## config.mk

```make
export PLATFORM = sky130hd
export DESIGN_NAME = spi_sensor_scheduler_flat
export DESIGN_NICKNAME = d
export VERILOG_FILES = /design/src/rtl/spi_sensor_scheduler_if.sv /design/src/rtl/spi_sensor_scheduler.sv /design/src/flat_wrapper.sv
export SDC_FILE = /design/constraint.sdc
export NUM_CORES = 1
export LEC_CHECK = 0
export CORE_MARGIN = 1.5
export CORE_UTILIZATION = 59
export DETAILED_ROUTE_END_ITERATION = 8
export GPL_TIMING_DRIVEN = 0
export PLACE_DENSITY_LB_ADDON = 0.08
export SLEW_MARGIN = 20
export SYNTH_ARGS = -nofsm -noshare
export SYNTH_HDL_FRONTEND = slang
export SYNTH_SLANG_ARGS = --single-unit
```

## constraint.sdc

```tcl
create_clock -name clock -period 10.5 [get_ports clock]
set_input_delay 1.575 -clock clock [delete_from_list [all_inputs] [get_ports clock]]
set_output_delay 1.575 -clock clock [all_outputs]
set_load 0.01 [all_outputs]
```

## src/rtl/spi_sensor_scheduler_if.sv

```systemverilog
// Avalon-MM register port of the SPI sensor scheduler.
// The fabric side uses the master modport and the scheduler uses the slave modport.
interface spi_sensor_scheduler_if;
  logic [7:0]  address;
  logic        write;
  logic [31:0] writedata;
  logic        read;
  logic [31:0] readdata;
  logic        waitrequest;

  modport master (output address, write, writedata, read, input readdata, waitrequest);
  modport slave  (input address, write, writedata, read, output readdata, waitrequest);
endinterface

```

## src/rtl/spi_sensor_scheduler.sv

```systemverilog
// Time-multiplexes one 16-bit SPI master over NUMBER_OF_SENSORS current sensors.
// Each frame tick walks the enabled sensors and latches their 13-bit readings.
module spi_sensor_scheduler #(
  parameter int NUMBER_OF_SENSORS = 2,
  parameter int CLOCK_SPEED_HZ    = 50_000_000,
  parameter int UPDATE_FREQUENCY  = 1_000,
  parameter int TIMEOUT_CYCLES    = 1024
) (
  input  logic                         clock,
  input  logic                         reset,
  spi_sensor_scheduler_if.slave        bus,
  output logic                         spi_start,
  input  logic                         spi_ssel_i,
  input  logic                         spi_rx_valid,
  input  logic [15:0]                  spi_rx_data,
  output logic [NUMBER_OF_SENSORS-1:0] ss_n_o
);
  localparam int N  = NUMBER_OF_SENSORS;
  localparam int IW = (N > 1) ? $clog2(N) : 1;
  localparam int TW = $clog2(TIMEOUT_CYCLES + 1);
  localparam logic [31:0] PERIOD_RST = 32'(CLOCK_SPEED_HZ / UPDATE_FREQUENCY);

  typedef enum logic [2:0] {IDLE, START, WAIT_SEL, WAIT_DATA, STORE, WAIT_IDLE} state_t;

  state_t        state;
  logic          enable, tick, pending, sel_en, rd_phase;
  logic [N-1:0]  mask, snap;
  logic [31:0]   period, pcnt;
  logic [12:0]   result [N];
  logic [31:0]   frame_cnt, err_cnt, to_cnt, ovr_cnt;
  logic [IW-1:0] idx;
  logic [TW-1:0] wcnt;
  logic [15:0]   rx_word;
  logic [31:0]   rd_mux;
  logic          adv, tmo, clr_cnt, timed_out;
  logic [IW:0]   first_hit, next_hit;

  // {found, index} of the lowest set bit of v at or above position from
  function automatic logic [IW:0] first_set(input logic [N-1:0] v, input int from);
    logic [IW:0] r;
    r = '0;
    for (int i = N - 1; i >= 0; i--)
      if (v[i] && i >= from) r = {1'b1, IW'(i)};
    return r;
  endfunction

  function automatic logic [31:0] sat_inc(input logic [31:0] v);
    return (v == 32'hFFFF_FFFF) ? v : v + 32'd1;
  endfunction

  assign first_hit = first_set(mask, 0);
  assign next_hit  = first_set(snap, int'(idx) + 1);
  assign clr_cnt   = bus.write && bus.address >= 8'h43 && bus.address <= 8'h46;
  assign timed_out = (wcnt == TW'(TIMEOUT_CYCLES - 1));

  always_ff @(posedge clock or posedge reset) begin
    if (reset) begin
      enable <= 1'b0;
      mask   <= '1;
      period <= PERIOD_RST;
    end else if (bus.write) begin
      case (bus.address)
        8'h40:   enable <= bus.writedata[0];
        8'h41:   mask   <= bus.writedata[N-1:0];
        8'h42:   period <= (bus.writedata < 32'd64) ? 32'd64 : bus.writedata;
        default: ;
      endcase
    end
  end

  // >= rather than == so a shrinking period write cannot strand the counter
  always_ff @(posedge clock or posedge reset) begin
    if (reset) begin
      pcnt <= '0;
      tick <= 1'b0;
    end else if (!enable) begin
      pcnt <= '0;
      tick <= 1'b0;
    end else if (pcnt >= period - 32'd1) begin
      pcnt <= '0;
      tick <= 1'b1;
    end else begin
      pcnt <= pcnt + 32'd1;
      tick <= 1'b0;
    end
  end

  // adv: leave the current sensor, either normally or on a wait timeout
  always_comb begin
    adv = 1'b0;
    tmo = 1'b0;
    case (state)
      WAIT_SEL:  tmo = spi_ssel_i && timed_out;
      WAIT_DATA: tmo = !spi_rx_valid && timed_out;
      WAIT_IDLE: begin
        adv = spi_ssel_i;
        tmo = !spi_ssel_i && timed_out;
      end
      default: ;
    endcase
    adv = adv | tmo;
  end

  always_ff @(posedge clock or posedge reset) begin
    if (reset) begin
      state     <= IDLE;
      idx       <= '0;
      snap      <= '0;
      sel_en    <= 1'b0;
      spi_start <= 1'b0;
      wcnt      <= '0;
      pending   <= 1'b0;
      rx_word   <= '0;
      frame_cnt <= '0;
      err_cnt   <= '0;
      to_cnt    <= '0;
      ovr_cnt   <= '0;
      for (int i = 0; i < N; i++) result[i] <= '0;
    end else begin
      spi_start <= 1'b0;
      if (!enable) pending <= 1'b0;
      else if (tick && state != IDLE) begin
        pending <= 1'b1;
        ovr_cnt <= sat_inc(ovr_cnt);
      end

      case (state)
        IDLE: if (tick || pending) begin
          pending <= 1'b0;
          if (first_hit[IW]) begin
            snap  <= mask;
            idx   <= first_hit[IW-1:0];
            state <= START;
          end else begin
            frame_cnt <= sat_inc(frame_cnt);
          end
        end
        START: begin
          spi_start <= 1'b1;
          sel_en    <= 1'b1;
          wcnt      <= '0;
          state     <= WAIT_SEL;
        end
        WAIT_SEL:
          if (!spi_ssel_i) begin
            wcnt  <= '0;
            state <= WAIT_DATA;
          end else if (!adv) wcnt <= wcnt + TW'(1);
        WAIT_DATA:
          if (spi_rx_valid) begin
            rx_word <= spi_rx_data;
            state   <= STORE;
          end else if (!adv) wcnt <= wcnt + TW'(1);
        STORE: begin
          if (!rx_word[15]) result[idx] <= rx_word[12:0];
          else              err_cnt     <= sat_inc(err_cnt);
          wcnt  <= '0;
          state <= WAIT_IDLE;
        end
        WAIT_IDLE: if (!adv) wcnt <= wcnt + TW'(1);
        default: state <= IDLE;
      endcase

      if (adv) begin
        wcnt   <= '0;
        sel_en <= 1'b0;
        if (tmo) to_cnt <= sat_inc(to_cnt);
        if (!enable) state <= IDLE;
        else if (next_hit[IW]) begin
          idx   <= next_hit[IW-1:0];
          state <= START;
        end else begin
          frame_cnt <= sat_inc(frame_cnt);
          state     <= IDLE;
        end
      end

      if (clr_cnt) begin
        frame_cnt <= '0;
        err_cnt   <= '0;
        to_cnt    <= '0;
        ovr_cnt   <= '0;
      end
    end
  end

  // Combinational so an async reset releases the sensor inside the reset cycle
  always_comb begin
    ss_n_o = '1;
    if (state != IDLE && sel_en) ss_n_o[idx] = spi_ssel_i;
  end

  always_comb begin
    rd_mux = 32'hDEAD_BEEF;
    if ({24'd0, bus.address} < 32'(N)) rd_mux = {19'd0, result[bus.address[IW-1:0]]};
    else begin
      case (bus.address)
        8'h40:   rd_mux = {31'd0, enable};
        8'h41:   rd_mux = 32'(mask);
        8'h42:   rd_mux = period;
        8'h43:   rd_mux = frame_cnt;
        8'h44:   rd_mux = err_cnt;
        8'h45:   rd_mux = to_cnt;
        8'h46:   rd_mux = ovr_cnt;
        8'h47:   rd_mux = {16'd0, 8'(idx), 7'd0, state != IDLE};
        default: ;
      endcase
    end
  end

  always_ff @(posedge clock or posedge reset) begin
    if (reset) begin
      rd_phase     <= 1'b0;
      bus.readdata <= '0;
    end else if (bus.read && !rd_phase) begin
      rd_phase     <= 1'b1;
      bus.readdata <= rd_mux;
    end else begin
      rd_phase <= 1'b0;
    end
  end

  assign bus.waitrequest = bus.read && !rd_phase;
endmodule

```

## src/flat_wrapper.sv

```systemverilog
// flat-port wrapper written by rule: the top's interface ports become plain ports
module spi_sensor_scheduler_flat 
#(
  parameter int NUMBER_OF_SENSORS = 2,
  parameter int CLOCK_SPEED_HZ    = 50_000_000,
  parameter int UPDATE_FREQUENCY  = 1_000,
  parameter int TIMEOUT_CYCLES    = 1024
)
  (clock, reset, spi_start, spi_ssel_i, spi_rx_valid, spi_rx_data, ss_n_o, bus_address, bus_write, bus_writedata, bus_read, bus_readdata, bus_waitrequest);
  spi_sensor_scheduler_if bus_i ();
  input  logic clock;
  input  logic reset;
  output logic spi_start;
  input  logic spi_ssel_i;
  input  logic spi_rx_valid;
  input  logic [15:0] spi_rx_data;
  output logic [NUMBER_OF_SENSORS-1:0] ss_n_o;
  input wire logic [$bits(bus_i.address)-1:0] bus_address;
  input wire logic [$bits(bus_i.write)-1:0] bus_write;
  input wire logic [$bits(bus_i.writedata)-1:0] bus_writedata;
  input wire logic [$bits(bus_i.read)-1:0] bus_read;
  output wire logic [$bits(bus_i.readdata)-1:0] bus_readdata;
  output wire logic [$bits(bus_i.waitrequest)-1:0] bus_waitrequest;
  assign bus_i.address = bus_address;
  assign bus_i.write = bus_write;
  assign bus_i.writedata = bus_writedata;
  assign bus_i.read = bus_read;
  assign bus_readdata = bus_i.readdata;
  assign bus_waitrequest = bus_i.waitrequest;
  spi_sensor_scheduler #(.NUMBER_OF_SENSORS(NUMBER_OF_SENSORS), .CLOCK_SPEED_HZ(CLOCK_SPEED_HZ), .UPDATE_FREQUENCY(UPDATE_FREQUENCY), .TIMEOUT_CYCLES(TIMEOUT_CYCLES)) u_core (.clock(clock), .reset(reset), .bus(bus_i), .spi_start(spi_start), .spi_ssel_i(spi_ssel_i), .spi_rx_valid(spi_rx_valid), .spi_rx_data(spi_rx_data), .ss_n_o(ss_n_o));
endmodule
```

* Word-level counts from Yosys, hierarchy flattened
Index checks and enable logic that the tools add are counted.
** Storage, ports and cells
- Bits in registers :: 291
- Input bits :: 62
- Output and inout port bits :: 36
** Operators by class
- Add/subtract/negate cells :: 8
- $lt $le $gt $ge :: 12
- Eq/ne operators :: 27
- Muxes and demuxes :: 68
- Bitwise gates (word level) :: 6
- Reductions and logical operators :: 38
** Operator list (count)
- 32-bit 2-to-1 mux :: 24
- 32-bit one-hot mux with 8 select lines :: 1
- 32-bit by 1-bit adder with 32-bit output, second input constant :: 5
- 32-bit equality test, second input constant :: 4
- 8-bit by 7-bit equality test with 1-bit output, second input constant :: 8
- 13-bit 2-to-1 mux :: 4
- 11-bit one-hot mux with 4 select lines :: 1
- 11-bit 2-to-1 mux :: 3
- 1-bit by 32-bit >= comparator with 1-bit output, first input constant :: 1
- 2-bit by 32-bit >= comparator with 1-bit output, first input constant :: 1
- 32-bit >= comparator :: 1
- 32-bit by 7-bit < comparator with 1-bit output, second input constant :: 1
- 32-bit by 1-bit subtractor with 32-bit output, second input constant :: 1
- 26-bit bitwise mux :: 1
- 1-bit 2-to-1 mux :: 19
- 3-bit 2-to-1 mux :: 6
- 3-bit one-hot mux with 6 select lines :: 1
- 2-bit nonzero test :: 7
- 13-bit demux with 1-bit select :: 1
- 1-bit logical AND :: 12
- 2-bit AND reduction :: 6
- 3-bit AND reduction :: 4
- 11-bit by 1-bit adder with 11-bit output, second input constant :: 1
- 11-bit by 10-bit equality test with 1-bit output, second input constant :: 1
- 29 further kinds :: 45

* Logic depth before layout (Yosys ltp)
Gate-level depths: netlist of run 1.
- Depth in word-level cells :: 9
- Gate-level depth with buffers :: 15
- Gate-level depth less buffers :: 14

* Least setup slack after synthesis of run 1
OpenSTA, ideal clock, no wires.
- Path type :: in2out
- From :: input port spi_ssel_i
- To :: output port ss_n_o[0]
- Arrival :: 2.243 ns
- Data required time :: 8.925 ns
- Path slack :: 6.682 ns
- Stages :: 1
- Path buffers :: 0
- Cell sequence :: or4b_2
** On the way
- Cells in the longest elaborated chain, start to end :: 2
** Ends and longest elaborated chain
- start: declaration :: RTL line flat_wrapper.sv:14 : input logic spi_ssel_i;
- 2-bit OR (no source line)
- 2-bit 2-to-1 mux :: RTL line spi_sensor_scheduler.sv:190 : if (state != IDLE && sel_en) ss_n_o[idx] = spi_ssel_i;
- end: declaration :: RTL line flat_wrapper.sv:17 : output logic [NUMBER_OF_SENSORS-1:0] ss_n_o;
No other way between the ends.

* Worst setup path in the final report of run 1
- From :: input port bus_read
- To :: output port bus_waitrequest
** On the way
- Cells in the longest elaborated chain, start to end :: 1
** Ends and longest elaborated chain
- start: declaration :: RTL line flat_wrapper.sv:21 : input wire logic [$bits(bus_i.read)-1:0] bus_read;
- 1-bit logical AND :: RTL line spi_sensor_scheduler.sv:223 : assign bus.waitrequest = bus.read && !rd_phase;
- end: declaration :: RTL line flat_wrapper.sv:23 : output wire logic [$bits(bus_i.waitrequest)-1:0] bus_waitrequest;
No other way between the ends.

==> results of run 1 <==
per-layer routing:
layer / GRT usage (%) / wire length (um) / vias to the layer above
li1: - / - / 6425
met1: 47.6 / 21100 / 6821
met2: 55.3 / 22600 / 516
met3: 5.12 / 2920 / 112
met4: 13.1 / 1820 / 0
met5: 0 / 0 / -
report_power, final:
group	internal (uW)	switching (uW)	total, uW
logic	203	231	434
clock network	757	459	1220
registers	1220	127	1350
total	2180	817	3000
cell type report:
class,count,area [sq um]
multi-input combinational,1288,8500
fill,2134,8170
sequential,288,7220
clock buffer,53,1090
timing repair buffer,96,996
tap,341,427
buffer,76,305
inverter,25,101
clock inverter,5,77.6
antenna,1,2.50
registers in the layout (all words and copies together) (netlist names), 2 cells and up:
register             count
u_core.mask              2
u_core.result           26
u_core.state             3
u_core.period           32
u_core.err_cnt          32
u_core.rx_word          14
u_core.ovr_cnt          32
u_core.wcnt             11
u_core.frame_cnt        32
u_core.pcnt             32
u_core.bus.readdata     32
u_core.to_cnt           32
per-stage QoR:
step,power [uW],setup WS [ns]
CTS,3000,5.13
detailed placement,1790,5.13
finish,3000,5.06
global route,3110,4.99
global placement,1770,-2.58
floorplan,1620,0.989
Yosys cell counts (8+ instances only):
| cell | instances |
|---|---|
| a22o_1 | 8 |
| nor4_1 | 42 |
| nor2_1 | 190 |
| a21o_1 | 8 |
| a22oi_1 | 17 |
| o22ai_1 | 12 |
| or4_1 | 24 |
| a221oi_1 | 31 |
| ha_1 | 39 |
| mux2_2 | 79 |
| o21ai_0 | 66 |
| dfrtp_1 | 280 |
| nand4_1 | 43 |
| and2_1 | 11 |
| and3_1 | 28 |
| nand2_1 | 121 |
| inv_1 | 25 |
| and4_1 | 17 |
| nor3_1 | 52 |
| dfstp_2 | 8 |
| or3_1 | 25 |
| buf_2 | 16 |
| clkbuf_1 | 57 |
| a221o_1 | 9 |
| nand3_1 | 84 |
| xnor2_1 | 101 |
| mux2i_1 | 14 |
| a21oi_1 | 95 |
| xor2_1 | 47 |
| o31ai_1 | 19 |
worst max-delay path by stage:
stage	start	end	cells after the start
after floorplan	reset	u_core.bus.readdata[0]	1
after global placement	reset	u_core.err_cnt[23]	2
after detailed placement	bus_read	bus_waitrequest	5
after CTS	bus_read	bus_waitrequest	5
after global routing	bus_read	bus_waitrequest	5
final	bus_read	bus_waitrequest	5
cell families after synthesis:
family | Yosys count
xor gates and xnor gates | 148
adders and majority gates | 39
and+or+nand+nor | 693
buffers and inverters | 101
muxes | 93
DFF | 288
AOI/OAI and AO/OA | 315
worst max-delay path: cells and delay by family:
family        cells  cell delay [ns]
buf+inv           4             2.17
simple gates      1             0.11
==> impl_table.tex, run 1 <==
\begin{tabular}{lr}
\hline
Metric & Value \\
\hline
\multicolumn{2}{l}{\textbf{Min path}} \\
\quad Number of instances on the worst hold path & 1 \\
\quad HP Start & u\_core.result[9] \\
\quad Endpoint, Worst Hold & u\_core.result[9] \\
\quad Type of the tightest min-delay check & reg2reg \\
\multicolumn{2}{l}{\textbf{STA}} \\
\quad Final critical delay including setup and external delays & approximately 5.4 ns \\
\quad Slew of the pin with the lowest slew margin & $\sim$1.2 ns \\
\quad Period utilisation layout & approximately half \\
\quad Unrepaired setup endpoints after global routing & no \\
\quad Maximum clock frequency & between 150 and 200 MHz \\
\quad Worst hold margin & 0.502 ns \\
\quad Final number of hold-violating endpoints & 0 \\
\quad Setup Viol. Count Final & 0 \\
\quad Slew headroom & between 20\% and 30\% \\
\quad Total Negative Setup Slacks & 0 ns \\
\quad Post-route clock skew & $\sim$0.017 ns \\
\quad Final max-slew violation count & 0 \\
\multicolumn{2}{l}{\textbf{Flow run}} \\
\quad Max-cap check violation count & 0 \\
\multicolumn{2}{l}{\textbf{Route}} \\
\quad Total detailed-routing wirelength & approximately 48 mm \\
\quad Count of TritonRoute iterations in the first routing pass & 6 \\
\quad DRT iter0 DRCs & about 1500 \\
\quad Number of design rule violations left after detail routing & 0 \\
\quad Vias & between 10000 and 15000 \\
\quad Antenna-violating nets left & 0 \\
\quad Via density per instance & $\sim$6.4 \\
\quad Average detailed-routed wire length per instance & approximately 22 um \\
\multicolumn{2}{l}{\textbf{Floorplan}} \\
\quad Die Y & about 170 um \\
\quad Core region area & about 0.027 sq mm \\
\quad Core Rows & 60 \\
\quad Initial cell density of the core & approximately three fifths \\
\quad Width of the die & about 170 um \\
\quad I/O pins & 98 \\
\quad Die Footprint & 0.0283 sq mm \\
\multicolumn{2}{l}{\textbf{Global routing}} \\
\quad Overall track demand over capacity in global routing & between 30\% and 40\% \\
\quad First-pass GRT wire length & roughly 75 mm \\
\quad Initial antenna violation count & 1 \\
\quad Pin count of the biggest net entering global routing & 107 \\
\quad Total grt overflow & 0 \\
\quad Vias in the first global route & 13300 \\
\multicolumn{2}{l}{\textbf{Clock tree}} \\
\quad TritonCTS clock tree & built \\
\quad Root buf cell & clkbuf\_16 \\
\quad Later-pin clock latency in the skew report & 0.51 ns \\
\quad Bufs on Longest Clock Path & 3 \\
\quad Hold Buf Count CTS & 0 \\
\quad CTS clk-pin slew, worst paths & approximately 0.050 ns \\
\quad Number of levels in the clock H-tree & 2 \\
\quad Post-CTS resize count & 0 \\
\quad TritonCTS buffer count & 34 \\
\quad Buffers inserted by post-CTS timing repair & 0 \\
\quad Clock sinks & 288 \\
\multicolumn{2}{l}{\textbf{Cells and area}} \\
\quad Signed area change from the synthesized netlist to the final layout & 16.2\% \\
\quad Layout cell share with drive strength beyond 1 & 9.99\% \\
\quad Layout net count & about 1900 \\
\quad Commonest cells after routing, fill and taps aside & 280 x dfrtp\_1, 190 x nor2\_1, 121 x nand2\_1 \\
\quad Post-route non-filler standard cell count & between 2000 and 2500 \\
\quad Final non-filler cell area & between 0.015 and 0.02 sq mm \\
\quad Commonest non-fill, non-tap cell in the layout & dfrtp\_1 \\
\quad Core occupancy in the finished layout & approximately 70\% \\
\multicolumn{2}{l}{\textbf{Synthesis}} \\
\quad Cell type with the highest aggregate area in the netlist & dfrtp\_1 \\
\quad Post-synthesis register bit count & 288 \\
\quad Netlist cell types & 74 \\
\quad Mean area per synthesized cell & about 9.6 sq um \\
\quad Part of the Yosys area used for sequential elements & $\sim$45\% \\
\quad Post-Syn Nets & $\sim$1800 \\
\quad Top-area cell type share of the netlist area & a little over two fifths \\
\quad Prevailing post-synth register cell & dfrtp\_1 \\
\quad Post-synthesis share of cell area spent on xor and xnor gates & around 8.0\% \\
\quad Share of the synthesized area in compound gates (AO/OA/AOI/OAI) & roughly 13\% \\
\quad Fraction of registers with async set or reset after synthesis & 100\% \\
\quad Simple-gate share of the synthesized area & 22.4\% \\
\quad Dominant combinational cell family by area after synthesis & simple AND/OR/NAND/NOR gates \\
\quad Leading cell types by total area after synthesis & dfrtp\_1 44\%, mux2\_2 5.5\%, xnor2\_1 5.5\% \\
\quad Share of cell area taken by muxes after synthesis & 6.39\% \\
\quad Post-synthesis share of cell area spent on full adders, half adders and majority gates & under 10\% \\
\quad Cell count after synthesis & between 1500 and 2000 \\
\quad Total of warnings raised by yosys & 0 \\
\quad Number of enable-type register cells in the synthesized netlist & 0 \\
\quad Cell area after synthesis & 0.0161 sq mm \\
\multicolumn{2}{l}{\textbf{Setup path}} \\
\quad Flop-to-flop setup slack & $\sim$6.1 ns \\
\quad Worst EP arrival & 3.87 ns \\
\quad Biggest cell delay along the critical path & 0.64 ns \\
\quad Cell count of the worst reg-to-reg path & 13 \\
\quad Standard cell with the maximum stage delay on the critical path & clkdlybuf4s50\_1 \\
\quad Launching point of the worst reg2reg path & u\_core.period[13] \\
\quad Highest fanout seen on the critical path & 11 \\
\quad Endpoint type of the worst setup path & primary output \\
\quad Element type at the critical path start & input pin \\
\quad Class of the most critical setup path & in2out \\
\quad Required time at the worst-slack endpoint & 8.93 ns \\
\quad Critical R2R Capture & u\_core.pcnt[23] \\
\quad Ordered cell list for the critical path & clkdlybuf4s50\_1 > nor2b\_1 > clkbuf\_1 > clkbuf\_1 > clkdlybuf4s50\_1 \\
\multicolumn{2}{l}{\textbf{Power}} \\
\quad Worst vdd rail ir drop & approximately 0.13 mV \\
\quad Power density over the cells & about 160 mW/mm\^{}2 \\
\quad Static leakage & between 0.007 and 0.008 uW \\
\multicolumn{2}{l}{\textbf{Place}} \\
\quad Buffers added on ports & 94 \\
\quad Half-perimeter wire length of the detailed placement result & approximately 36 mm \\
\quad Placed inst area & $\sim$0.018 sq mm \\
\quad Global placement routability congestion & around 0.97 \\
\quad Post-placement cell count & around 2100 \\
\multicolumn{2}{l}{\textbf{Outcome}} \\
\quad Run status & completed \\
\hline
\end{tabular}
No activity file was read; power rests on OpenSTA's default activity.
==> run 2: changes to the inputs <==
CORE_UTILIZATION = 55   (was 59)
clock period = 4.6 ns   (was 10.5 ns; I/O delays follow)
==> impl_table.tex, run 2 (synthesis results as in run 1) <==
\begin{tabular}{lr}
\hline
Metric & Value \\
\hline
\multicolumn{2}{l}{\textbf{Route}} \\
\quad Antenna-violating nets left & 0 \\
\quad DRT iter0 DRCs & roughly 1400 \\
\quad Number of design rule violations left after detail routing & 0 \\
\quad Average detailed-routed wire length per instance & $\sim$21 um \\
\quad Vias & between 10000 and 15000 \\
\quad Via density per instance & around 6.3 \\
\quad Count of TritonRoute iterations in the first routing pass & 7 \\
\quad Total detailed-routing wirelength & between 40 and 50 mm \\
\multicolumn{2}{l}{\textbf{Global routing}} \\
\quad Vias in the first global route & about 13000 \\
\quad Pin count of the biggest net entering global routing & 35 \\
\quad Overall track demand over capacity in global routing & a little under a third \\
\quad First-pass GRT wire length & 74.7 mm \\
\quad Total grt overflow & 0 \\
\quad Initial antenna violation count & 0 \\
\multicolumn{2}{l}{\textbf{Setup path}} \\
\quad Biggest cell delay along the critical path & between 0.5 and 0.6 ns \\
\quad Element type at the critical path start & flop \\
\quad Cell count of the worst reg-to-reg path & 14 \\
\quad Highest fanout seen on the critical path & 10 \\
\quad Flop-to-flop setup slack & about 0.16 ns \\
\quad Worst EP arrival & slightly below 5 ns \\
\quad Top delay family on crit path & simple AND/OR/NAND/NOR gates \\
\quad Required time at the worst-slack endpoint & 5.08 ns \\
\quad Launching point of the worst reg2reg path & u\_core.period[13] \\
\quad Critical R2R Capture & u\_core.pcnt[1] \\
\quad Standard cell with the maximum stage delay on the critical path & or4\_4 \\
\quad Ordered cell list for the critical path & or4\_4 > or4\_4 > nor4\_4 > nand2\_2 > nor4\_4 > xnor2\_1 > ha\_1 > a21o\_1 > a21o\_1 > a211oi\_1 > nand4\_1 > buf\_4 > clkbuf\_1 > nor2\_1 \\
\quad Endpoint type of the worst setup path & flop \\
\quad Class of the most critical setup path & reg2reg \\
\quad Buffers and inverters on the worst path & 2 \\
\multicolumn{2}{l}{\textbf{Floorplan}} \\
\quad Width of the die & between 150 and 200 um \\
\quad I/O pins & between 90 and 100 \\
\quad Core region area & between 0.02 and 0.03 sq mm \\
\quad Die Y & 174 um \\
\quad Initial cell density of the core & $\sim$56\% \\
\quad Die Footprint & between 0.03 and 0.04 sq mm \\
\quad Core Rows & just over 60 \\
\multicolumn{2}{l}{\textbf{STA}} \\
\quad Crit path setup slack, layout & around 0.16 ns \\
\quad Final critical delay including setup and external delays & 4.44 ns \\
\quad Final number of hold-violating endpoints & 0 \\
\quad Final max-slew violation count & 0 \\
\quad Total Negative Setup Slacks & 0 ns \\
\quad Post-route clock skew & 0.0167 ns \\
\quad Maximum clock frequency & $\sim$230 MHz \\
\quad Worst hold margin & 0.485 ns \\
\quad Period utilisation layout & a little over nine tenths \\
\quad Setup Viol. Count Final & 0 \\
\quad Slew headroom & 27.7\% \\
\quad Unrepaired setup endpoints after global routing & no \\
\quad Slew of the pin with the lowest slew margin & 1.08 ns \\
\multicolumn{2}{l}{\textbf{Power}} \\
\quad Total internal power & $\sim$4900 uW \\
\quad Clock share of power & approximately two fifths \\
\quad Portion of total power attributed to sequential cells & between 40\% and 50\% \\
\quad Logic gate share of total power & between 10\% and 20\% \\
\quad Net Sw Power & around 1800 uW \\
\quad Static leakage & about 0.0076 uW \\
\quad Switching portion of total power & between 20\% and 30\% \\
\quad Power density over the cells & around 360 mW/mm\^{}2 \\
\quad Worst vdd rail ir drop & 0.528 mV \\
\multicolumn{2}{l}{\textbf{Clock tree}} \\
\quad Bufs on Longest Clock Path & 3 \\
\quad Clock sinks & $\sim$290 \\
\quad CTS clk-pin slew, worst paths & 0.06 ns \\
\quad Hold Buf Count CTS & 0 \\
\quad TritonCTS clock tree & built \\
\quad Root buf cell & clkbuf\_16 \\
\quad Post-CTS resize count & 0 \\
\quad Number of levels in the clock H-tree & 1 \\
\quad Later-pin clock latency in the skew report & around 0.57 ns \\
\quad TritonCTS buffer count & 31 \\
\quad Buffers inserted by post-CTS timing repair & 0 \\
\multicolumn{2}{l}{\textbf{Min path}} \\
\quad HP Start & u\_core.wcnt[10] \\
\quad Type of the tightest min-delay check & reg2reg \\
\quad Number of instances on the worst hold path & 1 \\
\quad Endpoint, Worst Hold & u\_core.wcnt[10] \\
\multicolumn{2}{l}{\textbf{Cells and area}} \\
\quad Layout cell share with drive strength beyond 1 & between 10\% and 20\% \\
\quad Commonest cells after routing, fill and taps aside & 280 x dfrtp\_1, 190 x nor2\_1, 121 x nand2\_1 \\
\quad Layout net count & between 1500 and 2000 \\
\quad Commonest non-fill, non-tap cell in the layout & dfrtp\_1 \\
\quad Signed area change from the synthesized netlist to the final layout & 16.8\% \\
\quad Ant diodes & 0 \\
\multicolumn{2}{l}{\textbf{Place}} \\
\quad Buffers added on ports & 94 \\
\quad Placement Setup Slack & 0.0968 ns \\
\quad Global placement routability congestion & 0.957 \\
\quad Half-perimeter wire length of the detailed placement result & about 36 mm \\
\multicolumn{2}{l}{\textbf{Flow run}} \\
\quad Max-cap check violation count & 0 \\
\multicolumn{2}{l}{\textbf{Outcome}} \\
\quad Run status & completed \\
\hline
\end{tabular}
[run 2: how the worst max path moves through the flow]
stage / start / to / slack (ns) / cells past startpoint
after floorplan: reset / u_core.bus.readdata[0] / 0.1 / 1
after global placement: reset / u_core.ovr_cnt[18] / -1.99 / 2
after detailed placement: u_core.period[13] / u_core.pcnt[25] / 0.1 / 13
after CTS: u_core.period[13] / u_core.pcnt[1] / 0.07 / 13
after global routing: u_core.period[13] / u_core.pcnt[21] / 0.06 / 14
final: u_core.period[13] / u_core.pcnt[1] / 0.16 / 14
[run 2: metal layers]
layer / share of wire, % / GRT usage (%) / vias up
met4: 5.1 / 14.4 / 0
met3: 6.7 / 4.13 / 133
met5: 0 / 0 / -
met2: 44 / 47.4 / 538
li1: - / - / 6467
met1: 44 / 45.4 / 6841
[run 2: final cells by class]
class                           count  area, sq um
Buffer                             76          305
Clock buffer                       47          936
Clock inverter                     10          153
Fill cell                        2312         9970
Inverter                           25         97.6
Multi-Input combinational cell   1288         8500
Sequential cell                   288         7220
Tap cell                          384          480
Timing Repair Buffer              104         1130
[run 2: per-stage QoR]
step	cell area (sq um)	instances	util [%]	power, uW
detailed placement	17700	2164	61.5	4100
finish	18800	2222	65.4	6730
floorplan	16100	1677	-	3700
global placement	17500	2155	60.9	4040
CTS	18800	2221	65.3	6760
global route	18800	2222	65.4	7010
[run 2: power groups by stage]
stage | combinational, uW | sequential, uW | clock [uW]
2_1_floorplan | 672 | 3030 | 0
3_3_place_gp | 936 | 3110 | 0
3_5_place_dp | 977 | 3120 | 0
4_1_cts | 983 | 3080 | 2690
5_1_grt | 1090 | 3130 | 2790
6_report | 981 | 3090 | 2650
